**src/rtl/uart_tx_sched.sv**
```systemverilog
// UART TX scheduler: round-robin between two requesters, byte sequencing.
// Optional BUSY-rise timeout enabled by define UART_SCHED_TIMEOUT_EN.
module uart_tx_sched #(
  parameter int DATA_WIDTH = 8,
  parameter int BUSY_WAIT  = 4
) (
  input  logic                    CLK,
  input  logic                    RST,
  input  logic                    REQ0_VALID,
  input  logic [2*DATA_WIDTH-1:0] REQ0_DATA,
  input  logic                    REQ0_LEN,
  output logic                    REQ0_READY,
  input  logic                    REQ1_VALID,
  input  logic [2*DATA_WIDTH-1:0] REQ1_DATA,
  input  logic                    REQ1_LEN,
  output logic                    REQ1_READY,
  input  logic                    TX_BUSY,
  output logic [DATA_WIDTH-1:0]   TX_P_DATA,
  output logic                    TX_DATA_VALID,
  output logic                    SCHED_BUSY,
  output logic                    GRANT_ID,
  output logic                    TX_ERR
);

  localparam int PW = 2 * DATA_WIDTH;

  typedef enum logic [1:0] {
    IDLE,
    ISSUE,
    WAIT_HI,
    WAIT_LO
  } state_e;

  state_e                  state_q;
  logic                    ptr_q;
  logic [PW-1:0]           data_q;
  logic                    len_q;
  logic                    hi_sel_q;
  logic                    rdy0_q;
  logic                    rdy1_q;
  logic [DATA_WIDTH-1:0]   pdata_q;
  logic                    dv_q;
  logic                    busy_q;
  logic                    gid_q;

  logic                    gnt_any_d;
  logic                    gnt_id_d;
  logic [PW-1:0]           gnt_data_d;
  logic                    gnt_len_d;
  logic [DATA_WIDTH-1:0]   cur_byte_d;

`ifdef UART_SCHED_TIMEOUT_EN
  localparam int CW = (BUSY_WAIT < 2) ? 1 : $clog2(BUSY_WAIT);
  localparam logic [CW-1:0] CNT_LAST = CW'(BUSY_WAIT - 1);
  logic [CW-1:0]           cnt_q;
  logic                    err_q;
`endif

  // Arbitration: ptr_q names the requester favoured when both are valid.
  always_comb begin
    gnt_any_d  = REQ0_VALID | REQ1_VALID;
    gnt_id_d   = (REQ0_VALID & REQ1_VALID) ? ptr_q : REQ1_VALID;
    gnt_data_d = gnt_id_d ? REQ1_DATA : REQ0_DATA;
    gnt_len_d  = gnt_id_d ? REQ1_LEN : REQ0_LEN;
    cur_byte_d = hi_sel_q ? data_q[PW-1:DATA_WIDTH]
                          : data_q[DATA_WIDTH-1:0];
  end

  // Scheduler FSM; every output is a register updated here.
  always_ff @(posedge CLK or posedge RST) begin
    if (RST) begin
      state_q  <= IDLE;
      ptr_q    <= 1'b0;
      data_q   <= '0;
      len_q    <= 1'b0;
      hi_sel_q <= 1'b0;
      rdy0_q   <= 1'b0;
      rdy1_q   <= 1'b0;
      pdata_q  <= '0;
      dv_q     <= 1'b0;
      busy_q   <= 1'b0;
      gid_q    <= 1'b0;
`ifdef UART_SCHED_TIMEOUT_EN
      cnt_q    <= '0;
      err_q    <= 1'b0;
`endif
    end else begin
      rdy0_q <= 1'b0;
      rdy1_q <= 1'b0;
      dv_q   <= 1'b0;
`ifdef UART_SCHED_TIMEOUT_EN
      err_q  <= 1'b0;
`endif
      unique case (state_q)
        IDLE: begin
          if (gnt_any_d) begin
            data_q   <= gnt_data_d;
            len_q    <= gnt_len_d;
            hi_sel_q <= 1'b0;
            gid_q    <= gnt_id_d;
            rdy0_q   <= ~gnt_id_d;
            rdy1_q   <= gnt_id_d;
            ptr_q    <= ~gnt_id_d;
            busy_q   <= 1'b1;
            state_q  <= ISSUE;
          end
        end
        ISSUE: begin
          if (!TX_BUSY) begin
            pdata_q <= cur_byte_d;
            dv_q    <= 1'b1;
            state_q <= WAIT_HI;
`ifdef UART_SCHED_TIMEOUT_EN
            cnt_q   <= '0;
`endif
          end
        end
        WAIT_HI: begin
          if (TX_BUSY) begin
            state_q <= WAIT_LO;
          end
`ifdef UART_SCHED_TIMEOUT_EN
          else if (cnt_q == CNT_LAST) begin
            err_q   <= 1'b1;
            busy_q  <= 1'b0;
            state_q <= IDLE;
          end else begin
            cnt_q <= cnt_q + CW'(1);
          end
`endif
        end
        WAIT_LO: begin
          if (!TX_BUSY) begin
            if (len_q && !hi_sel_q) begin
              hi_sel_q <= 1'b1;
              state_q  <= ISSUE;
            end else begin
              busy_q  <= 1'b0;
              state_q <= IDLE;
            end
          end
        end
        default: begin
          state_q <= IDLE;
        end
      endcase
    end
  end

  assign REQ0_READY    = rdy0_q;
  assign REQ1_READY    = rdy1_q;
  assign TX_P_DATA     = pdata_q;
  assign TX_DATA_VALID = dv_q;
  assign SCHED_BUSY    = busy_q;
  assign GRANT_ID      = gid_q;
`ifdef UART_SCHED_TIMEOUT_EN
  assign TX_ERR        = err_q;
`else
  assign TX_ERR        = 1'b0;
`endif

endmodule

```
**config.mk**
```make
export PLATFORM = sky130hd
export DESIGN_NAME = uart_tx_sched
export DESIGN_NICKNAME = d
export VERILOG_FILES = /design/src/rtl/uart_tx_sched.sv
export SDC_FILE = /design/constraint.sdc
export NUM_CORES = 1
export LEC_CHECK = 0
export CAP_MARGIN = 10
export CORE_MARGIN = 3
export CORE_UTILIZATION = 42
export CTS_CLUSTER_SIZE = 40
export DETAILED_ROUTE_END_ITERATION = 6
export MAX_ROUTING_LAYER = met4
export PLACE_DENSITY = 0.81
export SYNTH_ARGS = -nofsm -noshare
export SYNTH_HDL_FRONTEND = slang
export SYNTH_SLANG_ARGS = --single-unit
```
**constraint.sdc**
```tcl
create_clock -name CLK -period 1.7 [get_ports CLK]
set_clock_uncertainty 0.05 [all_clocks]
set_input_delay 0.425 -clock CLK [delete_from_list [all_inputs] [get_ports CLK]]
set_output_delay 0.425 -clock CLK [all_outputs]
set_load 0.03 [all_outputs]
```
After elaboration in Yosys (flattened, before gate mapping)
Cells that the tools add are included.
- flip-flop bits (word level): 34
- bits in latches: 0
- RAM bits: 0
- bits in read-only memories: 0
- bits of input ports: 39
- output and inout port bits: 14
- word-level logic and storage cells: 57
- memories: 0
- add/subtract/negate cells: 0
- multiply operators: 0
- div/mod/pow operators: 0
- magnitude comparators: 0
- equality and inequality tests: 9
- shift-type cells: 0
- multiplexer cells: 24
- bitwise logic cells: 4
- reductions and logical operators: 9
- operators with widths (operator ; number):
    $mux 16 ; 1
    $mux 1 ; 15
    $ne 2x2->1 const B ; 6
    $reduce_and 4->1 ; 3
    $mux 2 ; 4
    $mux 8 ; 1
    $pmux 2 s4 ; 1
    $eq 2x2->1 const B ; 2
    $pmux 1 s2 ; 2
    $reduce_and 2->1 ; 2
    $eq 2x1->1 const B ; 1
    $logic_not 2->1 ; 1
    $not 1->1 ; 2
    $reduce_bool 2->1 ; 1
    $and 1x1->1 ; 1
    $logic_and 1x1->1 ; 1
    $logic_not 1->1 ; 1
    $or 1x1->1 ; 1

Longest topological paths before layout
- depth after elaboration: 5
- mapped depth: 7
- mapped depth without buffers: 5

Worst setup path after synthesis
No wires, ideal clock.
- path type: register to register
- from: register state_q[0]
- to: register state_q[1]
- data arrival time: 1.573 ns
- required time: 1.522 ns
- slack: -0.051 ns
- stages on the path, launching flop included: 6
- buffers on the path: 0
- period minus slack after synthesis: 1.751 ns
- path through: dfrtp_1 > inv_1 > ha_1 > or3b_4 > o21ai_2 > mux2_1
- word-level cells in the longest chain between the ends: 3
- elaborated cells between the ends (all ways): 10
- classes of those cells: eq/ne: 7; mux: 1; reduce/logical: 2
- ends and longest elaborated chain (element ; line ; text):
    start: declaration ; 34 ; state_e state_q;
    start signal: assignment ; 72 ; state_q <= IDLE;
    start signal: assignment ; 105 ; state_q <= ISSUE;
    start signal: assignment ; 112 ; state_q <= WAIT_HI;
    $eq 2x1->1, or another cell as far along ; 94 ; unique case (state_q)
    $ne 2x2->1 (no line) ; -- ;
    $reduce_and 4->1 (no line) ; -- ;
Parallel ways exist; a longest one is shown, timed or not.
A chain may end at the register's enable or synchronous reset.

Worst setup path after layout
Ends and elaborated chain as after synthesis.

==> run_results.csv <==
group,metric,value,unit
grt,use_met2,0.303,
timing,holdWs,421,ps
worst_setup_path,endpoint,"state_q[1]$_DFFE_PP0P_",
timing,hold_violations,0,
worst_setup_path,required,1810,ps
worst_setup_path,regToRegEndpoint,"state_q[1]$_DFFE_PP0P_",
die,start_util,0.453,
finish,final_area,2570,um2
finish,antenna_cells,0,
synth,synth_warnings,0,
cts,numCtsBuffers,5,
worst_setup_path,startpoint_type,"flip-flop",
synth,synth_flop_cell,"dfrtp_1",
finish,finalCoreUtilization,0.677,
worst_setup_path,reg2reg_from,"state_q[0]$_DFFE_PP0P_",
timing,post-route-period-util,0.978,
synth,ys_ff_latch,34,
drt,viasPerCell,5.29,
finish,fin_nets,292,
timing,fmax,0.601,GHz
power_and_ir_drop,leakage,1.13,nW
hold_path,hold_path.startpoint,"TX_P_DATA[5]$_DFFE_PP0P_",
worst_setup_path,cp-end-kind,"flip-flop",
cts,insertion_delay,280,ps
die,boundaryPins,53,
timing,layout_min_cycle_time,1660,ps
place,port_buffers,51,
worst_setup_path,crit_start,"state_q[0]$_DFFE_PP0P_",
drt,wl_per_cell,14.7,um
worst_setup_path,ff2ff_path_depth,5,
synth,synth_cell_type_count,29,
status,status,"finished clean",
place,place_hpwl,3150,um
cts,clk_path_buf_depth,2,
synth,async_flop_share,1.00,
grt,grtUsageMet3,0.0360,
synth,syn_avg_cell_area,9.51,um2
synth,yosysSeqAreaShare,0.494,
grt,grt_max_degree,36,
grt,busiest_layer,"met2",
cts,path_clk_slew,70,ps
die,die_h,70.0,um
die,die_w,70.0,um
place,placed_area,2420,um2
grt,grt_usage,0.187,
hold_path,min_path_type,"flip-flop to flip-flop",
timing,rsz0062_at_grt,"false",
timing,fin_ws,36.6,ps
power_and_ir_drop,power.density,1650,nW/um2
cts,cts_root_buf,"clkbuf_8",
grt,overflow,0,
cts,clock-sinks,34,
flow_run,cap_violations,0,
timing,slew_viol_final,0,
drt,drc,0,
synth,synth_edf_count,0,
die,rows,22,
drt,antenna_left,0,
die,core_area,3800,um2
worst_setup_path,reg2reg_slack,40,ps
worst_setup_path,criticalPathCategory,"flip-flop to flip-flop",
worst_setup_path,crit_arrival,1780,ps
cts,h-tree-depth,2,
synth,syn_nets,226,
place,routabilityCongestion,0.822,
timing,fin_tns_setup,0,ps
die,die-area,4900,um2
finish,area_growth,49.3,%
grt,grt_pass1_wl,7070,um
finish,layout-drive-gt1-share,0.154,
drt,drtPass1Iterations,4,
place,dp_slack,-198,ps
synth,syn_area,1720,um2
drt,vias,1562,
cts,ctsHoldBuffers,0,
timing,setup_viol,0,
synth,syn_inst,181,
power_and_ir_drop,irDropWorstVdd,0.859,mV
drt,drt-total-wl,4340,um
worst_setup_path,cp_max_fo,4,
grt,grtUsageMet1,0.236,
cts,cts_tree,"done",
drt,drt-initial-drc-count,86,
grt,grt_antenna_before_repair,0,
grt,first_global_vias,1527,
[registers in the layout, indices dropped and copies added (netlist names)]
signal         flops
GRANT_ID           1
hi_sel_q           1
ptr_q              1
TX_DATA_VALID      1
REQ1_READY         1
len_q              1
SCHED_BUSY         1
state_q            2
data_q            16
REQ0_READY         1
TX_P_DATA          8
[cell usage after synthesis, drive strengths merged (2+ instances only)]
cell type / instances / area share
nand2: 10 / 0.022
buf: 9 / 0.029
ha: 6 / 0.044
dfrtp: 34 / 0.49
nand2b: 2 / 0.0073
inv: 8 / 0.017
o21ai: 27 / 0.081
nor2: 18 / 0.039
clkbuf: 4 / 0.0087
mux2i: 9 / 0.052
nand3b: 2 / 0.0087
a21oi: 3 / 0.0087
nand3: 19 / 0.055
a31oi: 19 / 0.078
[repair_timing]
action,CTS,global route
setup buffers,0,4
endpoints found under the setup margin,14,7
gates resized for setup,15,3
hold endpoints to repair,0,0
[worst min path at each step]
| stage | to | cells past startpoint |
|---|---|---|
| finish | TX_P_DATA[5]$_DFFE_PP0P_ | 2 |
| global route | SCHED_BUSY$_DFFE_PP0P_ | 3 |
| CTS | TX_P_DATA[5]$_DFFE_PP0P_ | 2 |
| detailed placement | TX_P_DATA[2]$_DFFE_PP0P_ | 2 |
| global placement | TX_P_DATA[3]$_DFFE_PP0P_ | 2 |
| floorplan | REQ0_READY$_DFF_PP0_ | 1 |
[cell usage in the layout, fill, tap and decap left out, types with 2 or more instances in the layout]
cell type / netlist / layout
clkbuf_8: 0 / 6
dlygate4sd2_1: 0 / 13
dfrtp_1: 34 / 33
nand3_1: 19 / 19
nand2b_1: 2 / 2
inv_2: 0 / 2
o21ai_1: 12 / 12
a21oi_1: 3 / 3
nor2_1: 18 / 18
buf_12: 0 / 5
a31oi_1: 18 / 18
o21ai_0: 14 / 14
buf_4: 2 / 15
nand3b_1: 2 / 2
ha_1: 6 / 5
clkdlybuf4s50_1: 0 / 38
inv_1: 8 / 5
nand2_1: 10 / 10
mux2i_1: 9 / 9
[layer usage]
metal / vias up / part of all wire / routed length (um)
met5: - / 0 / 0
met3: 6 / 0.064 / 279
met4: 0 / 0.015 / 65
met1: 724 / 0.43 / 1860
met2: 62 / 0.49 / 2130
li1: 770 / - / -
[report_power, final]
part	total (mW)	internal [mW]	leakage (nW)	switching (mW)
logic	2.03	0.929	0.670	1.10
registers	1.45	1.20	0.399	0.253
clock network	0.755	0.469	0.0573	0.286
total	4.23	2.60	1.13	1.64
[logic make-up after synthesis]
group                      synth area share
AOI/OAI and AO/OA                     0.195
adders and majority gates            0.0436
buffers and inverters                0.0552
DFF                                   0.494
muxes                                0.0589
other                               0.00218
and+or+nand+nor                       0.151
[cell type report]
| class | instances | area, um2 |
|---|---|---|
| Inverter | 8 | 33.8 |
| Clock buffer | 6 | 82.6 |
| Fill cell | 306 | 1230 |
| Clock inverter | 1 | 30.0 |
| Timing Repair Buffer | 72 | 718 |
| Multi-Input combinational cell | 126 | 793 |
| Sequential cell | 34 | 852 |
| Tap cell | 48 | 60.1 |
[critical path: stages, from the launching register on]
cell and delay [ps]:
dfrtp_2 440, inv_2 90, ha_4 130, or3b_4 400
o21ai_2 90, mux2_1 340
[stage by stage]
| stage | power [mW] | std cells |
|---|---|---|
| 2_1_floorplan | 2.71 | 181 |
| 3_3_place_gp | 3.46 | 284 |
| 3_5_place_dp | 3.52 | 284 |
| 4_1_cts | 4.21 | 291 |
| 5_1_grt | 4.54 | 295 |
| 6_report | 4.23 | 295 |
Note: power is estimated with default switching activity, not from simulation.
==> RTL change (same settings) <==
Reset style: synchronous (`RST`), changed in one clocked block.
--- a/src/rtl/uart_tx_sched.sv
+++ b/src/rtl/uart_tx_sched.sv
@@ -67,7 +67,7 @@
   end
 
   // Scheduler FSM; every output is a register updated here.
-  always_ff @(posedge CLK or posedge RST) begin
+  always_ff @(posedge CLK) begin
     if (RST) begin
       state_q  <= IDLE;
       ptr_q    <= 1'b0;
Behaviour: differs if RST is asserted again (counterexample within 4 cycles, from zero or initial values and one cycle with RST high); with RST held inactive, the same outputs for 10 cycles.
==> RTL change against the unedited design <==
Worst setup slack improved by 0.0020 ns. Power decreased by 25%. Fmax increased by 0.12%. Synthesized cell count is 9.4% lower. Wire length is 5.1% lower. Combinational power down 31%. Sequential cell count unchanged. Final area decreased by 12%. Area after synthesis is 8.5% lower. Sequential share of layout area decreased by 2.8 points. Critical path type unchanged. Critical endpoint is now state_q[0]. Largest cell class is now multi-input gates. Largest power group unchanged.
==> RTL change: results (changes against the unedited design) <==
* Synth Area in Compound Gates at 21.6% (+2.1 points)
* Post-DP HPWL at 3.12 mm (-0.84%)
* Overall routing resource usage at 20.7% (+2.0 points)
* Cell internal pwr at 1.99 mW (-23%)
* Post-placement cell count at 257 (-9.5%)
* Top-count cell post-synth: dfxtp_1
* GPL Wtd Cong at 0.806 (-2.0%)
* WL/cell at 15.5 um (+5.6%)
* Top cells by count, synth: 34 x dfxtp_1, 13 x a21oi_1, 11 x a211oi_1, 11 x a32oi_1, 11 x nand3_1
* Top_reg_cell synth: dfxtp_1
* Fraction of registers with async set/reset at 0% (-100 points)
* Leak at 0.892 nW (-21%)
* Crit-path max cell delay at 0.38 ns (-0.06 ns)
* PwrDens at 1410 nW/um^2 (-14%)
* Seq/Total Area, Yosys at 43.2% (-6.2 points)
* Fill count at 326 (+6.5%)
* Critical Path Sink: state_q[0]
* Hold Path Sink: SCHED_BUSY
* Start point of the critical path: state_q[1]
* DR vias at 1452 (-7.0%)
* Delay-heaviest family, CP: compound AO/OA/AOI/OAI gates
* Ratio of cells with drive above 1 in the final layout at 11.4% (-4.0 points)
* Placed instance area at 2160 sq um (-11%)
* Combinational share of power at 44.1% (-3.8 points)
* VDD IR max at 0.701 mV (-18%)
* Highest-delay cell along the critical path: dfxtp_4
* Register area at 686 sq um (-20%)
* Hold Slack at 0.406 ns (-0.0153 ns)
* Worst Path Max Fanout at 6 (+2)
* First-pass GRT wire length at 6.82 mm (-3.5%)
* Adder-cell share of the synthesized area at 4.77% (+0.41 points)
* Initial DRC count at 98 (+14%)
* Vias per cell at 5.48 (+3.5%)
* Final setup margin at 0.0386 ns (+0.00196 ns)
* Outcome: finished clean
[RTL change: cell types whose count changed in the layout (fill, tap and decap cells not counted), sizes merged, moves of 9 or more]
cell / delta
dfrtp: -34
a32oi: +11
buf: -10
a21oi: +10
a31oi: -19
nand2: -9
a211oi: +11
dfxtp: +34
o21ai: -26
[RTL change: tightest hold or removal path: stages, from the launching register on]
cell and delay [ns]:
dfxtp_1 0.31, inv_1 0.05, a211oi_1 0.05
[RTL change: area by class of cell]
type	instances	area share, %
clock inverter	1	0.221
multi-input combinational	112	37.1
clock buffer	7	3.82
sequential	34	30.3
timing repair buffer	62	25.5
tap	46	2.55
inverter	3	0.498
[RTL change: what timing repair did]
action | in CTS | in global routing
hold endpoints to repair | 0 | 0
resized for setup | 16 | 5
setup endpoints to repair | 21 | 9
[RTL change: routing by layer]
metal	part of all wire, %	vias up	global-route usage (%)
li1	-	719	-
met1	42	674	25.8
met2	50	53	32.3
met3	6.5	6	4.16
met4	1.3	0	9.62
met5	0	-	-
